File: src/rtl/pixel_ctrl_pkg.sv
// Shared types and widths for the pixel array sequencer.
// Imported by the interface, the drain stage and the top.
package pixel_pkg;

  localparam int PIX_W       = 8;
  localparam int N_PIX       = 4;
  localparam int PHASE_CNT_W = 16;

  typedef logic [PIX_W-1:0] pix_t;

  typedef enum logic [2:0] {
    S_IDLE,
    S_ERASE,
    S_EXPOSE,
    S_CONVERT,
    S_READ,
    S_DRAIN
  } pixel_state_t;

endpackage

File: src/rtl/pixel_ctrl_if.sv
// Array control/readout bus plus the pixel stream toward the frame buffer.
// The controller is the master end.
interface pixel_ctrl_if;
  import pixel_pkg::*;

  logic       ERASE;
  logic       EXPOSE;
  logic       CONVERT;
  logic       READ;
  logic       RAMP;
  pix_t       DATA1;
  pix_t       DATA2;
  pix_t       DATA3;
  pix_t       DATA4;
  pix_t       OUT_DATA;
  logic [1:0] OUT_PIX;
  logic       OUT_VALID;
  logic       OUT_READY;

  modport master (
    output ERASE, EXPOSE, CONVERT, READ, RAMP,
    output OUT_DATA, OUT_PIX, OUT_VALID,
    input  DATA1, DATA2, DATA3, DATA4,
    input  OUT_READY
  );

  modport slave (
    input  ERASE, EXPOSE, CONVERT, READ, RAMP,
    input  OUT_DATA, OUT_PIX, OUT_VALID,
    output DATA1, DATA2, DATA3, DATA4,
    output OUT_READY
  );

endinterface

File: src/rtl/pixel_ctrl_drain.sv
// Capture buffer and valid/ready drain of the four pixel codes.
// OUT_DATA is loaded straight from the array on capture so it stays registered.
module pixel_ctrl_drain
  import pixel_pkg::*;
(
  input  logic                        clk,
  input  logic                        rst,
  input  logic                        capture,
  input  logic                        abort,
  input  logic                        start_drain,
  input  logic [N_PIX-1:0][PIX_W-1:0] data,
  input  logic                        ready,
  output pix_t                        out_data,
  output logic [1:0]                  out_pix,
  output logic                        out_valid,
  output logic                        done
);

  logic [N_PIX-1:0][PIX_W-1:0] pbuf;
  logic                        accept;
  logic [1:0]                  pix_inc;

  assign accept  = out_valid & ready & ~abort;
  assign done    = accept && (out_pix == 2'(N_PIX - 1));
  assign pix_inc = out_pix + 2'd1;

  always_ff @(posedge clk or posedge rst) begin
    if (rst) begin
      pbuf      <= '0;
      out_data  <= '0;
      out_pix   <= '0;
      out_valid <= 1'b0;
    end else begin
      if (capture)
        pbuf <= data;
      if (abort) begin
        out_valid <= 1'b0;
      end else if (start_drain) begin
        out_valid <= 1'b1;
        out_pix   <= '0;
        out_data  <= data[0];
      end else if (accept) begin
        out_pix <= pix_inc;
        if (done)
          out_valid <= 1'b0;
        else
          out_data <= pbuf[pix_inc];
      end
    end
  end

endmodule

File: src/rtl/pixel_ctrl.sv
// Frame sequencer: ERASE/EXPOSE/CONVERT/READ phases, RAMP strobe, then drain.
// All outputs are registered from the next-state decode.
module pixel_ctrl
  import pixel_pkg::*;
#(
  parameter int ERASE_CYCLES  = 4,
  parameter int EXPOSE_CYCLES = 100,
  parameter int CONVERT_STEPS = 255,
  parameter int READ_CYCLES   = 2
) (
  input  logic         CLK,
  input  logic         RESET,
  input  logic         START,
  input  logic         ABORT,
  output logic         BUSY,
  output logic         FRAME_DONE,
  pixel_ctrl_if.master bus
);

  localparam logic [PHASE_CNT_W-1:0] LAST_ER =
    PHASE_CNT_W'(ERASE_CYCLES - 1);
  localparam logic [PHASE_CNT_W-1:0] LAST_EX =
    PHASE_CNT_W'(EXPOSE_CYCLES - 1);
  localparam logic [PHASE_CNT_W-1:0] LAST_CV =
    PHASE_CNT_W'(2 * CONVERT_STEPS - 1);
  localparam logic [PHASE_CNT_W-1:0] LAST_RD =
    PHASE_CNT_W'(READ_CYCLES - 1);

  pixel_state_t           state;
  pixel_state_t           nxt;
  logic [PHASE_CNT_W-1:0] cnt;
  logic [PHASE_CNT_W-1:0] cnt_nxt;
  logic                   capture;
  logic                   drain_done;

  always_ff @(posedge CLK or posedge RESET) begin
    if (RESET) begin
      state <= S_IDLE;
      cnt   <= '0;
    end else begin
      state <= nxt;
      cnt   <= cnt_nxt;
    end
  end

  always_comb begin
    nxt     = state;
    capture = 1'b0;
    unique case (state)
      S_IDLE:    if (START) nxt = S_ERASE;
      S_ERASE:   if (cnt == LAST_ER) nxt = S_EXPOSE;
      S_EXPOSE:  if (cnt == LAST_EX) nxt = S_CONVERT;
      S_CONVERT: if (cnt == LAST_CV) nxt = S_READ;
      S_READ: begin
        if (cnt == LAST_RD) begin
          nxt     = S_DRAIN;
          capture = 1'b1;
        end
      end
      S_DRAIN:   if (drain_done) nxt = S_IDLE;
      default:   nxt = S_IDLE;
    endcase
    if (ABORT && state != S_IDLE) begin
      nxt     = S_IDLE;
      capture = 1'b0;
    end
    // phase counter restarts at zero on every state entry
    if (nxt != state || state == S_IDLE)
      cnt_nxt = '0;
    else
      cnt_nxt = cnt + PHASE_CNT_W'(1);
  end

  always_ff @(posedge CLK or posedge RESET) begin
    if (RESET) begin
      bus.ERASE   <= 1'b0;
      bus.EXPOSE  <= 1'b0;
      bus.CONVERT <= 1'b0;
      bus.READ    <= 1'b0;
      bus.RAMP    <= 1'b0;
      BUSY        <= 1'b0;
      FRAME_DONE  <= 1'b0;
    end else begin
      bus.ERASE   <= nxt == S_ERASE;
      bus.EXPOSE  <= nxt == S_EXPOSE;
      bus.CONVERT <= nxt == S_CONVERT;
      bus.READ    <= nxt == S_READ;
      // odd phase index -> one rising edge per step pair
      bus.RAMP    <= (nxt == S_CONVERT) && cnt_nxt[0];
      BUSY        <= nxt != S_IDLE;
      FRAME_DONE  <= (state == S_DRAIN) && drain_done && !ABORT;
    end
  end

  pixel_ctrl_drain u_drain (
    .clk         (CLK),
    .rst         (RESET),
    .capture     (capture),
    .abort       (ABORT),
    .start_drain (capture),
    .data        ({bus.DATA4, bus.DATA3, bus.DATA2, bus.DATA1}),
    .ready       (bus.OUT_READY),
    .out_data    (bus.OUT_DATA),
    .out_pix     (bus.OUT_PIX),
    .out_valid   (bus.OUT_VALID),
    .done        (drain_done)
  );

endmodule

File: src/flat_wrapper.sv
// flat-port wrapper written by rule: the top's interface ports become plain ports
module pixel_ctrl_flat import pixel_pkg::*;
#(
  parameter int ERASE_CYCLES  = 4,
  parameter int EXPOSE_CYCLES = 100,
  parameter int CONVERT_STEPS = 255,
  parameter int READ_CYCLES   = 2
)
  (CLK, RESET, START, ABORT, BUSY, FRAME_DONE, bus_ERASE, bus_EXPOSE, bus_CONVERT, bus_READ, bus_RAMP, bus_OUT_DATA, bus_OUT_PIX, bus_OUT_VALID, bus_DATA1, bus_DATA2, bus_DATA3, bus_DATA4, bus_OUT_READY);
  pixel_ctrl_if bus_i ();
  input  logic CLK;
  input  logic RESET;
  input  logic START;
  input  logic ABORT;
  output logic BUSY;
  output logic FRAME_DONE;
  output wire logic [$bits(bus_i.ERASE)-1:0] bus_ERASE;
  output wire logic [$bits(bus_i.EXPOSE)-1:0] bus_EXPOSE;
  output wire logic [$bits(bus_i.CONVERT)-1:0] bus_CONVERT;
  output wire logic [$bits(bus_i.READ)-1:0] bus_READ;
  output wire logic [$bits(bus_i.RAMP)-1:0] bus_RAMP;
  output wire logic [$bits(bus_i.OUT_DATA)-1:0] bus_OUT_DATA;
  output wire logic [$bits(bus_i.OUT_PIX)-1:0] bus_OUT_PIX;
  output wire logic [$bits(bus_i.OUT_VALID)-1:0] bus_OUT_VALID;
  input wire logic [$bits(bus_i.DATA1)-1:0] bus_DATA1;
  input wire logic [$bits(bus_i.DATA2)-1:0] bus_DATA2;
  input wire logic [$bits(bus_i.DATA3)-1:0] bus_DATA3;
  input wire logic [$bits(bus_i.DATA4)-1:0] bus_DATA4;
  input wire logic [$bits(bus_i.OUT_READY)-1:0] bus_OUT_READY;
  assign bus_ERASE = bus_i.ERASE;
  assign bus_EXPOSE = bus_i.EXPOSE;
  assign bus_CONVERT = bus_i.CONVERT;
  assign bus_READ = bus_i.READ;
  assign bus_RAMP = bus_i.RAMP;
  assign bus_OUT_DATA = bus_i.OUT_DATA;
  assign bus_OUT_PIX = bus_i.OUT_PIX;
  assign bus_OUT_VALID = bus_i.OUT_VALID;
  assign bus_i.DATA1 = bus_DATA1;
  assign bus_i.DATA2 = bus_DATA2;
  assign bus_i.DATA3 = bus_DATA3;
  assign bus_i.DATA4 = bus_DATA4;
  assign bus_i.OUT_READY = bus_OUT_READY;
  pixel_ctrl #(.ERASE_CYCLES(ERASE_CYCLES), .EXPOSE_CYCLES(EXPOSE_CYCLES), .CONVERT_STEPS(CONVERT_STEPS), .READ_CYCLES(READ_CYCLES)) u_core (.CLK(CLK), .RESET(RESET), .START(START), .ABORT(ABORT), .BUSY(BUSY), .FRAME_DONE(FRAME_DONE), .bus(bus_i));
endmodule
File: config.mk
export PLATFORM = sky130hd
export DESIGN_NAME = pixel_ctrl_flat
export DESIGN_NICKNAME = d
export VERILOG_FILES = /design/src/rtl/pixel_ctrl_pkg.sv /design/src/rtl/pixel_ctrl_if.sv /design/src/rtl/pixel_ctrl_drain.sv /design/src/rtl/pixel_ctrl.sv /design/src/flat_wrapper.sv
export SDC_FILE = /design/constraint.sdc
export NUM_CORES = 1
export LEC_CHECK = 0
export BUFFER_PORTS_ARGS = -buffer_cell sky130_fd_sc_hd__clkbuf_2
export CORE_MARGIN = 2
export CORE_UTILIZATION = 40
export DETAILED_ROUTE_END_ITERATION = 6
export GPL_TIMING_DRIVEN = 0
export PLACE_DENSITY = 0.56
export SYNTH_ARGS = -nofsm -noshare
export SYNTH_HDL_FRONTEND = slang
export SYNTH_SLANG_ARGS = --single-unit
File: constraint.sdc
create_clock -name CLK -period 2.6 [get_ports CLK]
set_clock_uncertainty 0.15 [all_clocks]
set_input_delay 0.26 -clock CLK [delete_from_list [all_inputs] [get_ports CLK]]
set_output_delay 0.26 -clock CLK [all_outputs]
set_load 0.1 [all_outputs]
-- After elaboration in Yosys (flattened, before gate mapping)
Cells that the tools add are included.
- bits of input ports: 37
- output and inout bits: 18
- register bits: 69
- logic and storage cells: 77
- muxes and demuxes: 23
- add/sub/neg operators: 2
- eq/ne operators: 16
- bitwise gates (word level): 3
- order comparisons: 1
- reduce and logical (&&, ||, !) cells: 16
- operators by type and width (operator ; number):
    8-bit two-way mux ; 4
    3-bit two-way mux ; 7
    3-bit case mux with 6 select lines ; 1
    16-bit by 1-bit adder with 16-bit output, second input constant ; 1
    8-bit binary-select mux with 2-bit select ; 1
    16-bit by 1-bit equality test with 1-bit output, second input constant ; 1
    16-bit by 2-bit equality test with 1-bit output, second input constant ; 1
    16-bit by 7-bit equality test with 1-bit output, second input constant ; 1
    16-bit by 9-bit equality test with 1-bit output, second input constant ; 1
    16-bit two-way mux ; 1
    3-bit by 2-bit equality test with 1-bit output, second input constant ; 4
    3-bit nonzero test ; 4
    3-bit equality test, second input constant ; 3
    1-bit two-way mux ; 7
    3-bit by 1-bit equality test with 1-bit output, second input constant ; 2
    1-bit logical AND ; 5
    2-bit two-way mux ; 2
    2-bit AND reduction ; 2
    3-bit zero test ; 1
    2-bit by 3-bit less-than comparator with 1-bit output, second input constant ; 1
    3-bit inequality test ; 1
    3-bit AND reduction ; 1
    2-bit by 1-bit adder with 2-bit output, second input constant ; 1
    1-bit bitwise AND ; 2
    6 further kinds ; 6

-- Logic depth before layout (Yosys ltp)
- depth in word-level cells: 10
- gate-level depth with buffers: 9
- depth with buffers taken out: 8

-- Cells and area by module
Synthesis repeated with hierarchy kept, for this count alone.
- cells, all modules: 288
- area total of the unflattened synthesis: 3372.0 µm²
- modules (own cells, without submodules) (module ; times used ; sequential area each (µm²) ; cells each ; area an instance (µm²)):
    pixel_ctrl_drain ; 1 ; 1076.0 ; 142 ; 1966.9
    pixel_ctrl ; 1 ; 650.6 ; 146 ; 1405.1

-- Worst setup path after synthesis
OpenSTA, ideal clock, no wires.
- kind: flip-flop to flip-flop
- start point: register u_core.u_drain.out_pix[1]
- end point: register u_core.bus.RAMP
- stages on the path, launching flop included: 8
- setup slack: 0.030 ns
- path buffers: 0
- required time: 2.322 ns
- library setup time: 0.128 ns
- period minus slack after synthesis: 2.570 ns
- arrival time: 2.292 ns
- cells stage by stage: dfrtp_1 -> ha_1 -> nand4b_1 -> a31oi_1 -> o32ai_2 -> a311o_2 -> nor2b_4 -> nor4b_4
- cells in the longest elaborated chain, start to end: 9
- elaborated cells on any way between the ends: 10
- classes of those cells: eq/ne (3); mux (4); reduce/logical (3)
- RTL lines (item ; RTL line ; RTL):
    start: declaration ; pixel_ctrl_drain.sv:14 ; output logic [1:0] out_pix,
    start signal: assignment ; pixel_ctrl_drain.sv:43 ; out_pix <= pix_inc;
    2-bit equality test (*) ; pixel_ctrl_drain.sv:24 ; assign done = accept && (out_pix == 2'(N_PIX - 1));
    1-bit logical AND (*) ; pixel_ctrl_drain.sv:24 ;
    3-bit two-way mux (*) ; pixel_ctrl.sv:60 ; S_DRAIN: if (drain_done) nxt = S_IDLE;
    3-bit case mux with 6 select lines (*) ; pixel_ctrl.sv:49 ; unique case (state)
    3-bit two-way mux (*) ; pixel_ctrl.sv:63 ; if (ABORT && state != S_IDLE) begin
    3-bit inequality test ; pixel_ctrl.sv:68 ; if (nxt != state || state == S_IDLE)
    1-bit logical OR ; pixel_ctrl.sv:68 ;
    16-bit two-way mux ; pixel_ctrl.sv:68 ;
    1-bit logical AND (*) ; pixel_ctrl.sv:89 ; bus.RAMP <= (nxt == S_CONVERT) && cnt_nxt[0];
    end signal: assignment ; pixel_ctrl.sv:89 ;
    end: declaration ; pixel_ctrl_if.sv:21 ; output ERASE, EXPOSE, CONVERT, READ, RAMP,
Mark *: on every way between the ends. The rest lies on a longest branch, timed or not.
A chain may end at the register's enable or synchronous reset.

-- Worst setup path after layout
- start point: register u_core.cnt[0]
- end point: register u_core.bus.RAMP
- cells in the longest elaborated chain, start to end: 8
- elaborated cells on any way between the ends: 16
- classes of those cells: add/sub (1); eq/ne (6); mux (7); reduce/logical (2)
- RTL lines (item ; RTL line ; RTL):
    start: declaration ; pixel_ctrl.sv:31 ; logic [PHASE_CNT_W-1:0] cnt;
    start signal: assignment ; pixel_ctrl.sv:42 ; cnt <= cnt_nxt;
    16-bit by 1-bit equality test with 1-bit output (tied with other cells) ; pixel_ctrl.sv:55 ; if (cnt == LAST_RD) begin
    3-bit two-way mux (on tied branches) ; - ;
    3-bit case mux with 6 select lines ; pixel_ctrl.sv:49 ;
    3-bit two-way mux ; pixel_ctrl.sv:63 ;
    3-bit inequality test ; pixel_ctrl.sv:68 ;
    1-bit logical OR ; pixel_ctrl.sv:68 ;
    16-bit two-way mux ; pixel_ctrl.sv:68 ;
    1-bit logical AND (*) ; pixel_ctrl.sv:89 ;
Marked as above.

==> impl_metrics.tcl <==
set metrics [dict create \
    vias 2767 \
    cts_tree "built" \
    max_freq_mhz 393 \
    die_area_um2 9130 \
    die_h_um 95.6 \
    clock_sinks 69 \
    clockBufferDepth 2 \
    nNetsFinal 490 \
    chipWidth_um 95.6 \
    wl_mm 7.81 \
    hp-class "input pin to register" \
    design_area_um2 4290 \
    finalCritPeriodShare 0.978 \
    crit_path_cell_trace "ha_1 -> or4b_1 -> nor4_2 -> nor3_1 -> a311o_2 -> nor2b_4 -> nor4b_4" \
    relSlewSlack 0.263 \
    routedWlPerCell_um 13.9 \
    ir_drop_mv 0.272 \
    cts_inserted_buffers 9 \
    synth-main-ff-cell "dfrtp_1" \
    power.switching_uw 794 \
    yosysSeqAreaShare 0.515 \
    async_flop_share 1.00 \
    synth_top_family_by_area "simple AND/OR/NAND/NOR gates" \
    core_area_um2 8180 \
    endpoint_kind "register" \
    ys_warn_count 0 \
    overflow 0 \
    io_buffers 54 \
    yosys.area.top_type "dfrtp_1" \
    synthToLayoutAreaGrowth_pct 27.8 \
    crit_arrival_ns 2.61 \
    clkTransAtPathRegs_ns 0.08 \
    synthMuxAreaShare 0.0776 \
    syn_avg_cell_area_um2 9.53 \
    ys_top_cells_by_area "dfrtp_1, nand2_1, mux4_2" \
    worstMarginPinSlew_ns 1.10 \
    finalPower_uw 2410 \
    synthSimpleGateAreaFrac 0.267 \
    ioPinCount 55 \
    syn_area_um2 3350 \
    start_util 0.410 \
    setup_viol 0 \
    dp_hpwl_mm 5.18 \
    synth_seq_cells 69 \
    required_ns 2.67 \
    slowest_delay_ns 0.53 \
    grt_usage 0.192 \
    cts-root-buf "clkbuf_8" \
    synth_adder_area_share 0.0112 \
    htreeDepth 3 \
    antenna_cells 0 \
    synth-xor-area-share 0.0392 \
    syn_nets 392 \
    finalHoldViolCount 0 \
    grt_pass1_vias 2672 \
    via_per_inst 4.94 \
    clock_latency_ns 0.34 \
    cp-start-kind "register" \
    drtAntennaViolNets 0 \
    layout-drive-gt1-share 0.218 \
    netlist_instances 352 \
    seq_power_share 0.474 \
    p_sw_frac 0.329 \
    p_leak_uw 0.00213 \
    crit_fanout 5 \
    drtPass1Iterations 4 \
    drc 0 \
    gp_congestion 0.806 \
    worst_path_max_delay_cell "or4b_1" \
    synth_compound_area_frac 0.0489 \
    intPower_uw 1620 \
    path_class "register to register" \
    rsz0062_at_grt "no" \
    layout_min_cycle_time_ns 2.54 \
    slew_violations 0 \
    place_area_um2 3760 \
    postLayoutCoreUtil 0.524 \
    netlist.area_leader.share 0.515 \
    rows 33 \
    drv_cap 0 \
    synth_cell_type_count 47 \
    power.density_nw_per_um2 562 \
    run_status "finished, final reports clean" \
    synth_edf_count 0 \
    antenna_found_initial 0 \
    combPwrFrac 0.208 \
    grt_pass1_wl_mm 13.1 \
    clkPwrFrac 0.317 \
    grt_max_degree 70 \
    drt_iter0_drc 107 \
]
==> layer usage <==
metal,up-vias,part of all wire,global-route usage
met3,11,0.045,0.0458
met1,1318,0.44,0.245
met2,73,0.51,0.322
met4,0,0.011,0.0595
li1,1365,-,-
met5,-,0,0
==> placed cells by master, fill, tap and decap left out, types with 3 or more instances in the layout <==
| cell | count |
|---|---|
| dlygate4sd3_1 | 33 |
| inv_1 | 11 |
| nor3_1 | 3 |
| nand4_1 | 7 |
| nor2_1 | 40 |
| xor2_1 | 10 |
| clkbuf_1 | 7 |
| dfrtp_1 | 68 |
| xnor2_1 | 5 |
| clkbuf_2 | 55 |
| clkinv_2 | 3 |
| nand2_1 | 112 |
| mux2i_1 | 8 |
| a21oi_1 | 10 |
| clkbuf_8 | 9 |
| nor2b_1 | 3 |
| nand3_1 | 11 |
| buf_2 | 6 |
| mux4_2 | 8 |
| ha_1 | 3 |
| buf_6 | 3 |
==> cell usage after synthesis (2+ instances only) <==
cell type	number
a21o_1	2
xnor2_1	5
o21ai_0	2
clkbuf_1	6
nor2b_1	3
nor4_1	2
nand2_1	112
nand3_1	11
o21a_1	2
xor2_1	10
nand4_1	7
mux4_2	8
nor3_1	3
nor2_1	40
ha_1	3
dfrtp_1	69
a31oi_1	2
buf_6	3
a21oi_1	10
buf_2	6
and3_1	2
mux2i_1	8
inv_1	12
==> per-stage QoR <==
step | setup WS (ns) | hold slack [ns] | setup TNS (ns) | instances
floorplan | 0.0297 | 0.222 | 0 | 352
global placement | -0.467 | 0.295 | -33.09 | 511
detailed placement | -0.151 | 0.301 | -1.45 | 511
CTS | -0.0149 | 0.0576 | -0.107 | 560
global route | 0.00874 | 0.104 | 0 | 560
finish | 0.0577 | 0.0828 | 0 | 560
==> power groups by stage <==
stage | Combinational, uW | Clock, uW | Sequential, uW
after floorplan | 212 | 0 | 1290
after global placement | 455 | 0 | 1160
after detailed placement | 458 | 0 | 1160
after CTS | 498 | 787 | 1140
after global routing | 545 | 837 | 1150
final | 502 | 764 | 1140
==> sequential cells by signal (all words and copies together) (netlist names) <==
name,flops
u_core.u_drain.pbuf,32
u_core.cnt,16
u_core.u_drain.out_data,8
u_core.state,3
u_core.u_drain.out_pix,2
u_core.BUSY,1
u_core.FRAME_DONE,1
u_core.bus.CONVERT,1
u_core.bus.ERASE,1
u_core.bus.EXPOSE,1
u_core.bus.RAMP,1
u_core.bus.READ,1
u_core.u_drain.out_valid,1
==> path summary, 6_finish.rpt <==
check,slack (ns),start,cells past startpoint,to
setup / recovery,0.06,u_core.cnt[0]$_DFF_PP0_,7,u_core.bus.RAMP$_DFF_PP0_
hold / removal,0.08,bus_OUT_READY,3,u_core.u_drain.out_pix[1]$_DFFE_PP0P_
setup reg to reg,0.06,u_core.cnt[0]$_DFF_PP0_,7,u_core.bus.RAMP$_DFF_PP0_
hold reg to reg,0.32,u_core.u_drain.pbuf[22]$_DFFE_PP0P_,2,u_core.u_drain.pbuf[22]$_DFFE_PP0P_
max in group asynchronous,1.23,RESET,3,u_core.cnt[0]$_DFF_PP0_
min in group asynchronous,0.49,RESET,3,u_core.FRAME_DONE$_DFF_PP0_
==> cell type report <==
class / count / area, um^2
clock buffers: 10 / 128
flip-flops and latches: 69 / 1730
repair buffers: 87 / 601
well taps: 105 / 131
plain buffers: 17 / 95.1
multi-input cells: 254 / 1520
fillers: 754 / 3890
clock inverters: 6 / 40.0
inverters: 12 / 47.5
==> repair_timing <==
item	CTS	global route
setup endpoints to repair	12	13
hold buffers	33	0
gates resized for setup	1	4
setup buffers	0	0
endpoints found under the hold margin	101	0
==> cells by family after synthesis <==
kind of cell | after synthesis
buffers and inverters | 29
AOI/OAI and AO/OA | 24
adders and majority gates | 3
muxes | 16
xor gates and xnor gates | 15
and+or+nand+nor | 196
DFF | 69
==> worst max-delay path: cells and delay by family, from the launching register on <==
| family | cells | cell delay (ns) |
|---|---|---|
| AOI/OAI and AO/OA | 1 | 0.40 |
| DFF | 1 | 0.44 |
| and+or+nand+nor | 5 | 1.17 |
| adders and majority gates | 1 | 0.25 |
Note: power is estimated with default switching activity, not from simulation.
